### src/rtl/pipe_stage_buf.sv
// Pipeline stage register with valid/ready handshake, 2-entry skid buffer,
// synchronous flush with control bubbling, and a saturating stall counter.
module pipe_stage_buf #(
  parameter int                 DATA_W      = 32,
  parameter int                 CTRL_W      = 4,
  parameter int                 RD_W        = 5,
  parameter logic [CTRL_W-1:0]  BUBBLE_CTRL = '0,
  parameter int                 CNT_W       = 16
) (
  input  logic              clk_i,
  input  logic              rst_i,
  input  logic              valid_i,
  output logic              ready_o,
  input  logic [CTRL_W-1:0] ctrl_i,
  input  logic [DATA_W-1:0] data_a_i,
  input  logic [DATA_W-1:0] data_b_i,
  input  logic [RD_W-1:0]   rd_i,
  input  logic              flush_i,
  output logic              valid_o,
  input  logic              ready_i,
  output logic [CTRL_W-1:0] ctrl_o,
  output logic [DATA_W-1:0] data_a_o,
  output logic [DATA_W-1:0] data_b_o,
  output logic [RD_W-1:0]   rd_o,
  output logic [CNT_W-1:0]  stall_cnt_o
);

  // state    | meaning
  // S_EMPTY  | no entry held
  // S_ONE    | main entry valid, drives outputs
  // S_FULL   | main and skid valid, upstream back-pressured
  typedef enum logic [1:0] {S_EMPTY, S_ONE, S_FULL} state_t;

  state_t              r_state;
  logic [CTRL_W-1:0]   r_main_ctrl, r_skid_ctrl;
  logic [DATA_W-1:0]   r_main_a, r_skid_a;
  logic [DATA_W-1:0]   r_main_b, r_skid_b;
  logic [RD_W-1:0]     r_main_rd, r_skid_rd;
  logic [CNT_W-1:0]    r_stall_cnt;

  logic w_valid, w_ready, w_in_fire, w_out_fire, w_stall;

  assign w_valid    = (r_state != S_EMPTY);
  assign w_ready    = (r_state != S_FULL);
  assign w_in_fire  = valid_i & w_ready;
  assign w_out_fire = w_valid & ready_i;
  assign w_stall    = w_valid & ~ready_i;

  assign valid_o     = w_valid;
  assign ready_o     = w_ready;
  assign ctrl_o      = w_valid ? r_main_ctrl : BUBBLE_CTRL;
  assign data_a_o    = r_main_a;
  assign data_b_o    = r_main_b;
  assign rd_o        = r_main_rd;
  assign stall_cnt_o = r_stall_cnt;

  always_ff @(posedge clk_i or posedge rst_i) begin
    if (rst_i) begin
      r_state     <= S_EMPTY;
      r_main_ctrl <= '0;
      r_main_a    <= '0;
      r_main_b    <= '0;
      r_main_rd   <= '0;
      r_skid_ctrl <= '0;
      r_skid_a    <= '0;
      r_skid_b    <= '0;
      r_skid_rd   <= '0;
      r_stall_cnt <= '0;
    end else begin
      // Counter ignores flush: it measures downstream back-pressure only.
      if (w_stall && (r_stall_cnt != '1))
        r_stall_cnt <= r_stall_cnt + CNT_W'(1);

      if (flush_i) begin
        r_state <= S_EMPTY;
      end else begin
        case (r_state)
          S_EMPTY: begin
            if (w_in_fire) begin
              r_main_ctrl <= ctrl_i;
              r_main_a    <= data_a_i;
              r_main_b    <= data_b_i;
              r_main_rd   <= rd_i;
              r_state     <= S_ONE;
            end
          end
          S_ONE: begin
            if (w_in_fire && w_out_fire) begin
              r_main_ctrl <= ctrl_i;
              r_main_a    <= data_a_i;
              r_main_b    <= data_b_i;
              r_main_rd   <= rd_i;
            end else if (w_in_fire) begin
              r_skid_ctrl <= ctrl_i;
              r_skid_a    <= data_a_i;
              r_skid_b    <= data_b_i;
              r_skid_rd   <= rd_i;
              r_state     <= S_FULL;
            end else if (w_out_fire) begin
              r_state <= S_EMPTY;
            end
          end
          S_FULL: begin
            if (w_out_fire) begin
              r_main_ctrl <= r_skid_ctrl;
              r_main_a    <= r_skid_a;
              r_main_b    <= r_skid_b;
              r_main_rd   <= r_skid_rd;
              r_state     <= S_ONE;
            end
          end
          default: r_state <= S_EMPTY;
        endcase
      end
    end
  end

endmodule

### config.mk
export PLATFORM = sky130hd
export DESIGN_NAME = pipe_stage_buf
export DESIGN_NICKNAME = d
export VERILOG_FILES = /design/src/rtl/pipe_stage_buf.sv
export SDC_FILE = /design/constraint.sdc
export NUM_CORES = 1
export LEC_CHECK = 0
export CAP_MARGIN = 40
export CORE_ASPECT_RATIO = 1.75
export CORE_MARGIN = 10
export CORE_UTILIZATION = 45
export CTS_CLUSTER_SIZE = 12
export DETAILED_ROUTE_END_ITERATION = 10
export HOLD_SLACK_MARGIN = 0.1
export PLACE_DENSITY = 0.82
export SLEW_MARGIN = 20
export SYNTH_ARGS = -nofsm -noshare
export SYNTH_HDL_FRONTEND = slang
export SYNTH_SLANG_ARGS = --single-unit
export TNS_END_PERCENT = 30
### constraint.sdc
create_clock -name clk_i -period 5.6 [get_ports clk_i]
set_input_delay 0.84 -clock clk_i [delete_from_list [all_inputs] [get_ports clk_i]]
set_output_delay 0.84 -clock clk_i [all_outputs]
set_load 0.005 [all_outputs]
== Word-level counts from Yosys, hierarchy flattened ==
Cells that the tools add are included.

* Logic and storage cells: 60
* Register bits after elaboration: 164
* Input port bits: 78
* Output and inout port bits: 91

* Reduce and logical (&&, ||, !) cells: 8
* Equality and inequality tests: 11
* Bitwise logic cells: 6
* Mux-type cells: 24
* Add/sub/neg operators: 1

{| class="wikitable"
|+ Operator list
! cell !! number
|-
| $mux 32 || 6
|-
| $pmux 32 s3 || 2
|-
| $add 16x1->16 const B || 1
|-
| $mux 4 || 4
|-
| $ne 16x16->1 const B || 1
|-
| $mux 5 || 3
|-
| $pmux 5 s3 || 1
|-
| $mux 2 || 6
|-
| $pmux 4 s3 || 1
|-
| $ne 3x3->1 const B || 3
|-
| $ne 2x2->1 const B || 4
|-
| $reduce_and 4->1 || 2
|-
| $pmux 2 s3 || 1
|-
| $reduce_and 5->1 || 1
|-
| $ne 4x4->1 const B || 1
|-
| $and 1x1->1 || 3
|-
| $not 1->1 || 3
|-
| $reduce_bool 3->1 || 1
|-
| $eq 2x1->1 const B || 1
|-
| $eq 2x2->1 const B || 1
|-
| $logic_and 1x1->1 || 2
|-
| $logic_not 2->1 || 1
|-
| $reduce_bool 2->1 || 1
|}

== Depth between registers and ports, before layout ==
Gate-level depths: netlist of run 1.

* Depth after elaboration: 7
* Mapped depth: 6
* Depth with buffers taken out: 5

== Worst setup path after synthesis of run 1 ==
No wires, ideal clock.

* Path type: in2reg
* Start: in valid_i
* End: reg r_main_b[8], in the netlist data_b_o[8]
* Required time: 5.475 ns
* Slack: 3.544 ns
* Arrival: 1.931 ns
* Setup time: 0.125 ns
* Buffers on the path: 2
* Stages on the path: 6
* Path through: nor2b_1 and2_1 o21bai_1 buf_2 buf_4 mux2_2

* Word-level cells in the longest chain between the ends: 4
* Elaborated cells between the ends (all ways): 5
* Classes of those cells: 2 x eq/ne; 1 x bitwise; 2 x reduce/logical

{| class="wikitable"
|+ Ends and longest elaborated chain
! item !! RTL line !! RTL
|-
| start, declared || 12 || <nowiki>input logic valid_i,</nowiki>
|-
| $and 1x1->1 (*) || 45 || <nowiki>assign w_in_fire = valid_i & w_ready;</nowiki>
|-
| $logic_and 1x1->1 || 88 || <nowiki>if (w_in_fire && w_out_fire) begin</nowiki>
|-
| $ne 2x2->1 (no source line) || - ||
|-
| $reduce_and 5->1 (no source line) (*) || - ||
|-
| end signal, assigned || 82 || <nowiki>r_main_b <= data_b_i;</nowiki>
|-
| end signal, assigned || 91 || <nowiki>r_main_b <= data_b_i;</nowiki>
|-
| end signal, assigned || 107 || <nowiki>r_main_b <= r_skid_b;</nowiki>
|-
| end, declared || 37 || <nowiki>logic [DATA_W-1:0] r_main_b, r_skid_b;</nowiki>
|}

Mark *: on every way between the ends. The rest lies on a longest branch, timed or not.
A chain may end at the register's enable or synchronous reset.

== Final worst setup path of run 1 ==
* Start: reg r_state[0]
* End: out ready_o

* Word-level cells in the longest chain between the ends: 1

{| class="wikitable"
|+ Ends and longest elaborated chain
! item !! RTL line !! RTL
|-
| start, declared || 34 || <nowiki>state_t r_state;</nowiki>
|-
| start signal, assigned || 59 || <nowiki>r_state <= S_EMPTY;</nowiki>
|-
| start signal, assigned || 75 || <nowiki>r_state <= S_EMPTY;</nowiki>
|-
| start signal, assigned || 84 || <nowiki>r_state <= S_ONE;</nowiki>
|-
| $ne 2x2->1 || 44 || <nowiki>assign w_ready = (r_state != S_FULL);</nowiki>
|-
| end, declared || 13 || <nowiki>output logic ready_o,</nowiki>
|}

Every way passes these cells.

==> impl_metrics.toml, run 1 <==
[synth]
yosys_warnings = 0
ys_seq_area_frac = 0.5674
async_reset_ff_frac = 1.000
yosys-top-cells-area = "dfrtp_1, mux2_2, mux2_1, xor2_1, buf_2"
ys_seq_elements = 164
netlist_instances = 485
synth_flop_cell = "dfrtp_1"
yosysTopAreaCellShare = 0.5674
yosys-top-cells-count = "dfrtp_1, mux2_2, mux2_1, buf_2"
syn_area_um2 = 7233
yosysTopAreaCell = "dfrtp_1"
synth_edf_count = 0
avgSynthCellArea_um2 = 14.91
ys_types = 33
synth_fp_nets = 564
synth_most_common_cell = "dfrtp_1"

[routing]
route.detailed.drc = 0
drt_first_pass_iters = 4
totalWireLength_um = 16870
wl_per_cell_um = 19.71
viasPerCell = 5.213
drt-initial-drc-count = 117
ant_nets = 0
num_vias = 4462

[hold_path]
min_path_type = "reg2reg"
hold_end = "r_skid_b[30]"
min_delay_path_depth = 1
hp-start = "r_skid_b[30]"

[die]
die_h_um = 187.7
dieArea_um2 = 21740
ios = 169
fp-row-count = 61
die_w_um = 115.8
core_um2 = 15880
start_util = 0.4556

[cts]
post_cts_resized = 0
hold_buffers = 0
htreeDepth = 4
clk_latency_ns = 0.41
clk_pin_slew_ns = 0.07
cts-root-buf = "clkbuf_16"
cts_tree = "yes"
cts_buffer_depth = 2
cts-buffers-inserted = 17
clock-sinks = 164
cts_setup_buffers = 0

[cells_and_area]
nNetsFinal = 733
antenna_cells = 0
multi_input_area_um2 = 3012
layout-drive-gt1-share = 0.2444
fin_area_um2 = 9732
regArea_um2 = 4104
nFillCells = 1203
fin_util = 0.6130
area_growth_pct = 34.54

[sta]
setup_viol = 0
worst_slew_margin_rel = 0.5395
hold_viol_final = 0
worst_pin_slew_ns = 0.6907
fin_skew_ns = 0.007452
finalCriticalPeriod_ns = 2.855
finalCritPeriodShare = 0.5098
fin_tns_setup_ns = 0
maxSlewViolCount = 0
rsz0062_at_grt = "false"
fmax_ghz = 0.3503

[place]
hpwl_um = 12360
finalWeightedCongestion = 0.7494
io_buffers = 168
post_dp_cell_area_um2 = 9164

[global_routing]
grt_max_degree = 57
antenna_found_initial = 0
grt_overflow = 0
grt_pass1_wl_um = 27520
first_global_vias = 5165
grt_usage = 0.1591

[setup_path]
r2r-end = "data_a_o[11]"
start_kind = "register"
worstPathRequired_ns = 4.76
r2r_cells = 5
crit_type = "reg2out"
slowest_stage = "clkdlybuf4s50_1"
cp_slowest_stage_delay_ns = 0.61
r2r_start = "r_state[1]"
path_delay_family = "buffers and inverters"
crit_buf_inv = 1
worstPathMaxFanout = 32
endpoint_kind = "primary output"
worstPathCellList = "nand2b_4, clkdlybuf4s50_1"
crit_arrival_ns = 2.02
r2r_slack_ns = 3.32

[status]
status = "finished clean"

[job]
max_cap_violations = 0

[power_and_ir_drop]
max-vdd-ir-drop_mv = 0.2385
leakagePower_nw = 4.172
power_density_nw_per_um2 = 354.9
-- report_power, final --
group          internal, mW  switching (mW)  leakage (nW)  total, mW
registers              1.46           0.168          2.00       1.63
logic                 0.473           0.236          1.90      0.709
clock network         0.632           0.481         0.280       1.11
-- cells in the final DEF (no fill, tap or decap), types with 2 or more instances in the layout --
| cell | instances |
|---|---|
| buf_16 | 3 |
| clkinv_2 | 3 |
| clkbuf_16 | 17 |
| buf_4 | 2 |
| nand3_1 | 4 |
| clkdlybuf4s50_1 | 168 |
| mux2_1 | 104 |
| mux2_2 | 118 |
| nand4_1 | 5 |
| clkinv_4 | 4 |
| or2_1 | 2 |
| dfrtp_1 | 164 |
| nor4_1 | 3 |
| nor3_1 | 5 |
| and3_1 | 2 |
| inv_6 | 4 |
| nor2b_1 | 5 |
| nor2_1 | 9 |
| xnor2_1 | 4 |
| nand2_1 | 9 |
| xor2_1 | 9 |
| nor4b_1 | 2 |
-- routing by layer --
| metal | global-route usage | vias to the layer above | wire [um] |
|---|---|---|---|
| met1 | 0.1685 | 2278 | 6253 |
| li1 | - | 2068 | - |
| met5 | 0 | - | 0 |
| met4 | 0.05222 | 0 | 276 |
| met2 | 0.2925 | 100 | 9537 |
| met3 | 0.04155 | 16 | 801 |
-- stage by stage --
| stage | setup WS, ns | hold slack, ns | power (mW) | instances |
|---|---|---|---|---|
| floorplan | 0.3267 | 0.4569 | 1.929 | 485 |
| global placement | 2.184 | 0.4659 | 2.320 | 821 |
| detailed placement | 2.489 | 0.4769 | 2.378 | 824 |
| CTS | 2.720 | 0.4952 | 3.506 | 856 |
| global route | 2.628 | 0.5079 | 3.640 | 856 |
| finish | 2.745 | 0.4900 | 3.454 | 856 |
-- how the worst max path moves through the flow --
| stage | startpoint | end | cells after the start |
|---|---|---|---|
| final | r_state[0] | ready_o | 2 |
| after global routing | r_state[0] | ready_o | 2 |
| after CTS | r_state[0] | ready_o | 2 |
| after detailed placement | valid_i | data_a_o[11] | 6 |
| after global placement | valid_i | data_a_o[12] | 6 |
| after floorplan | rst_i | data_a_o[0] | 1 |
-- state kept, by name, indices dropped and copies added, names as in the netlist, 5 cells and up --
signal       cells
r_skid_rd        5
stall_cnt_o     16
r_skid_b        32
data_b_o        32
rd_o             5
r_skid_a        32
data_a_o        32
-- cells by family (layout without fill, tap and decap cells) --
| logic type | after synthesis | count (layout) | synth area share |
|---|---|---|---|
| AOI/OAI and AO/OA | 5 | 5 | 0.005536 |
| muxes | 223 | 223 | 0.3470 |
| xor gates and xnor gates | 13 | 13 | 0.01574 |
| and+or+nand+nor | 53 | 53 | 0.04203 |
| adders and majority gates | 1 | 1 | 0.001730 |
| DFF | 164 | 164 | 0.5674 |
| buffers and inverters | 26 | 208 | 0.02059 |
-- cell type report --
| cell class | count | share of cell area |
|---|---|---|
| multi-input combinational | 295 | 0.3095 |
| sequential | 164 | 0.4217 |
| inverter | 2 | 0.001286 |
| clock inverter | 13 | 0.01286 |
| tap | 189 | 0.02430 |
| timing repair buffer | 174 | 0.1849 |
| clock buffer | 19 | 0.04551 |
Note: power is estimated with default switching activity, not from simulation.
==> inputs of run 2 (changes only) <==
CORE_UTILIZATION = 50   (was 45)
PLACE_DENSITY = 0.86   (was 0.82)
clock period = 2.9 ns   (was 5.6 ns; I/O delays follow)
==> run 2 against run 1 <==
Effect of this change:
- worst setup slack got worse by 2.2 ns
- clock skew about the same
- critical endpoint is now ctrl_o[0]
- clock power increased by 100%
- highest routed layer unchanged
- routed wire length increased by 2.2%
- cell count decreased by 0.82%
- largest power group unchanged
==> impl_metrics.toml, run 2 (same netlist as run 1, synthesis figures left out) <==
[die]
die_w_um = 110.9
dieArea_um2 = 19870
core_um2 = 14300
die_h_um = 179.1
ios = 169
fp-row-count = 58
start_util = 0.5060

[cells_and_area]
layout-drive-gt1-share = 0.2481
layout_commonest_cell = "clkdlybuf4s50_1"
final_cell_mix = "clkdlybuf4s50_1, dfrtp_1, mux2_2"
antenna_cells = 0
area_growth_pct = 34.60
nNetsFinal = 735

[power_and_ir_drop]
total_power_mw = 6.761
leakagePower_nw = 4.169
power_density_nw_per_um2 = 694.5
max-vdd-ir-drop_mv = 0.4845

[setup_path]
crit_arrival_ns = 1.95
slowest_stage = "clkdlybuf4s50_1"
crit_cells = 3
r2r_start = "r_state[1]"
worstPathCellList = "nor2_1, nor2b_1, clkdlybuf4s50_1"
r2r_slack_ns = 0.81
critPathLaunch = "r_state[0]"
path_delay_family = "simple AND/OR/NAND/NOR gates"
r2r-end = "data_a_o[3]"
endpoint_kind = "primary output"
r2r_cells = 5
crit_type = "reg2out"
start_kind = "register"
worstPathRequired_ns = 2.47
crit_buf_inv = 1
cp_slowest_stage_delay_ns = 0.49
crit_end = "ctrl_o[0]"
worstPathMaxFanout = 7

[sta]
maxSlewViolCount = 0
finalCriticalPeriod_ns = 2.380
fmax_ghz = 0.4201
setup_viol = 0
finalCritPeriodShare = 0.8208
worst_pin_slew_ns = 0.5671
rsz0062_at_grt = "false"
worst_hold_slack_ns = 0.4879
worst_slew_margin_rel = 0.6219
hold_viol_final = 0
fin_tns_setup_ns = 0
fin_skew_ns = 0.007468

[hold_path]
min_path_type = "reg2reg"
hp-start = "r_skid_rd[1]"

[cts]
post_cts_resized = 0
clk_latency_ns = 0.42
htreeDepth = 4
cts_tree = "yes"
clock-sinks = 164
clk_pin_slew_ns = 0.07
cts_setup_buffers = 0
hold_buffers = 0
cts_buffer_depth = 2
cts-buffers-inserted = 17
cts-root-buf = "clkbuf_16"

[global_routing]
grt_overflow = 0
grt_pass1_wl_um = 27600
grt_use_met1 = 0.1661
grt_util_met2 = 0.3247
use_met3 = 0.05528
grt_usage = 0.1721
first_global_vias = 5316
top_usage_layer = "met2"
antenna_found_initial = 0
grt_max_degree = 90

[routing]
drt_first_pass_iters = 4
viasPerCell = 5.435
route.detailed.drc = 0
ant_nets = 0
wl_per_cell_um = 20.31
num_vias = 4614
drt-initial-drc-count = 165
totalWireLength_um = 17240

[job]
max_cap_violations = 0

[status]
status = "finished clean"

[place]
hpwl_um = 12510
finalWeightedCongestion = 0.8197
io_buffers = 168
run 2: changes by cell type in the layout (fill, tap and decap cells not counted):
cell,delta
buf_12,+3
buf_16,-3
clkinv_4,-3
buf_4,+2
clkinv_2,-2
clkinv_8,+2
clkinvlp_4,+2
inv_6,+2
clkbuf_1,-1
clkbuf_8,-1
inv_8,+1
run 2: worst reg2reg max path: stages, from the launching register on:
cell	delay [ns]
dfrtp_1	0.52
mux2i_1	0.29
nor2_1	0.12
o21bai_4	0.20
buf_4	0.42
mux2_2	0.42
run 2: cell type report:
type | count | area (um^2)
flip-flops and latches | 164 | 4104
inverters | 2 | 11.26
clock inverters | 15 | 166.4
multi-input cells | 295 | 3012
repair buffers | 176 | 1792
well taps | 180 | 225.2
clock buffers | 17 | 425.4
fillers | 972 | 4561
run 2: worst min-delay path by stage:
| stage | depth (start not counted) | to |
|---|---|---|
| 2_1_floorplan | 1 | r_skid_a[25] |
| 3_3_place_gp | 1 | r_skid_rd[2] |
| 3_5_place_dp | 1 | r_skid_b[12] |
| 4_1_cts | 1 | r_skid_rd[1] |
| 5_1_grt | 1 | r_skid_b[28] |
| 6_report | 1 | r_skid_rd[1] |
run 2: metal layers:
| layer | vias up | part of all wire | routed length (um) |
|---|---|---|---|
| li1 | 2082 | - | - |
| met1 | 2354 | 0.35 | 5958 |
| met2 | 153 | 0.57 | 9822 |
| met3 | 25 | 0.061 | 1053 |
| met4 | 0 | 0.024 | 407 |
| met5 | - | 0 | 0 |
run 2: per-stage QoR:
step,cells,area (um^2),setup WS [ns],util
6_report,849,9736,0.5198,0.6810
5_1_grt,849,9736,0.4456,0.6810
4_1_cts,849,9736,0.4994,0.6810
3_5_place_dp,817,9144,0.4715,0.6396
3_3_place_gp,817,9144,0.5449,0.6396
2_1_floorplan,485,7237,0.3802,-
run 2: report_power, final:
| group | internal [mW] | switching (mW) |
|---|---|---|
| clock network | 1.22 | 0.998 |
| logic | 0.914 | 0.466 |
| registers | 2.83 | 0.333 |
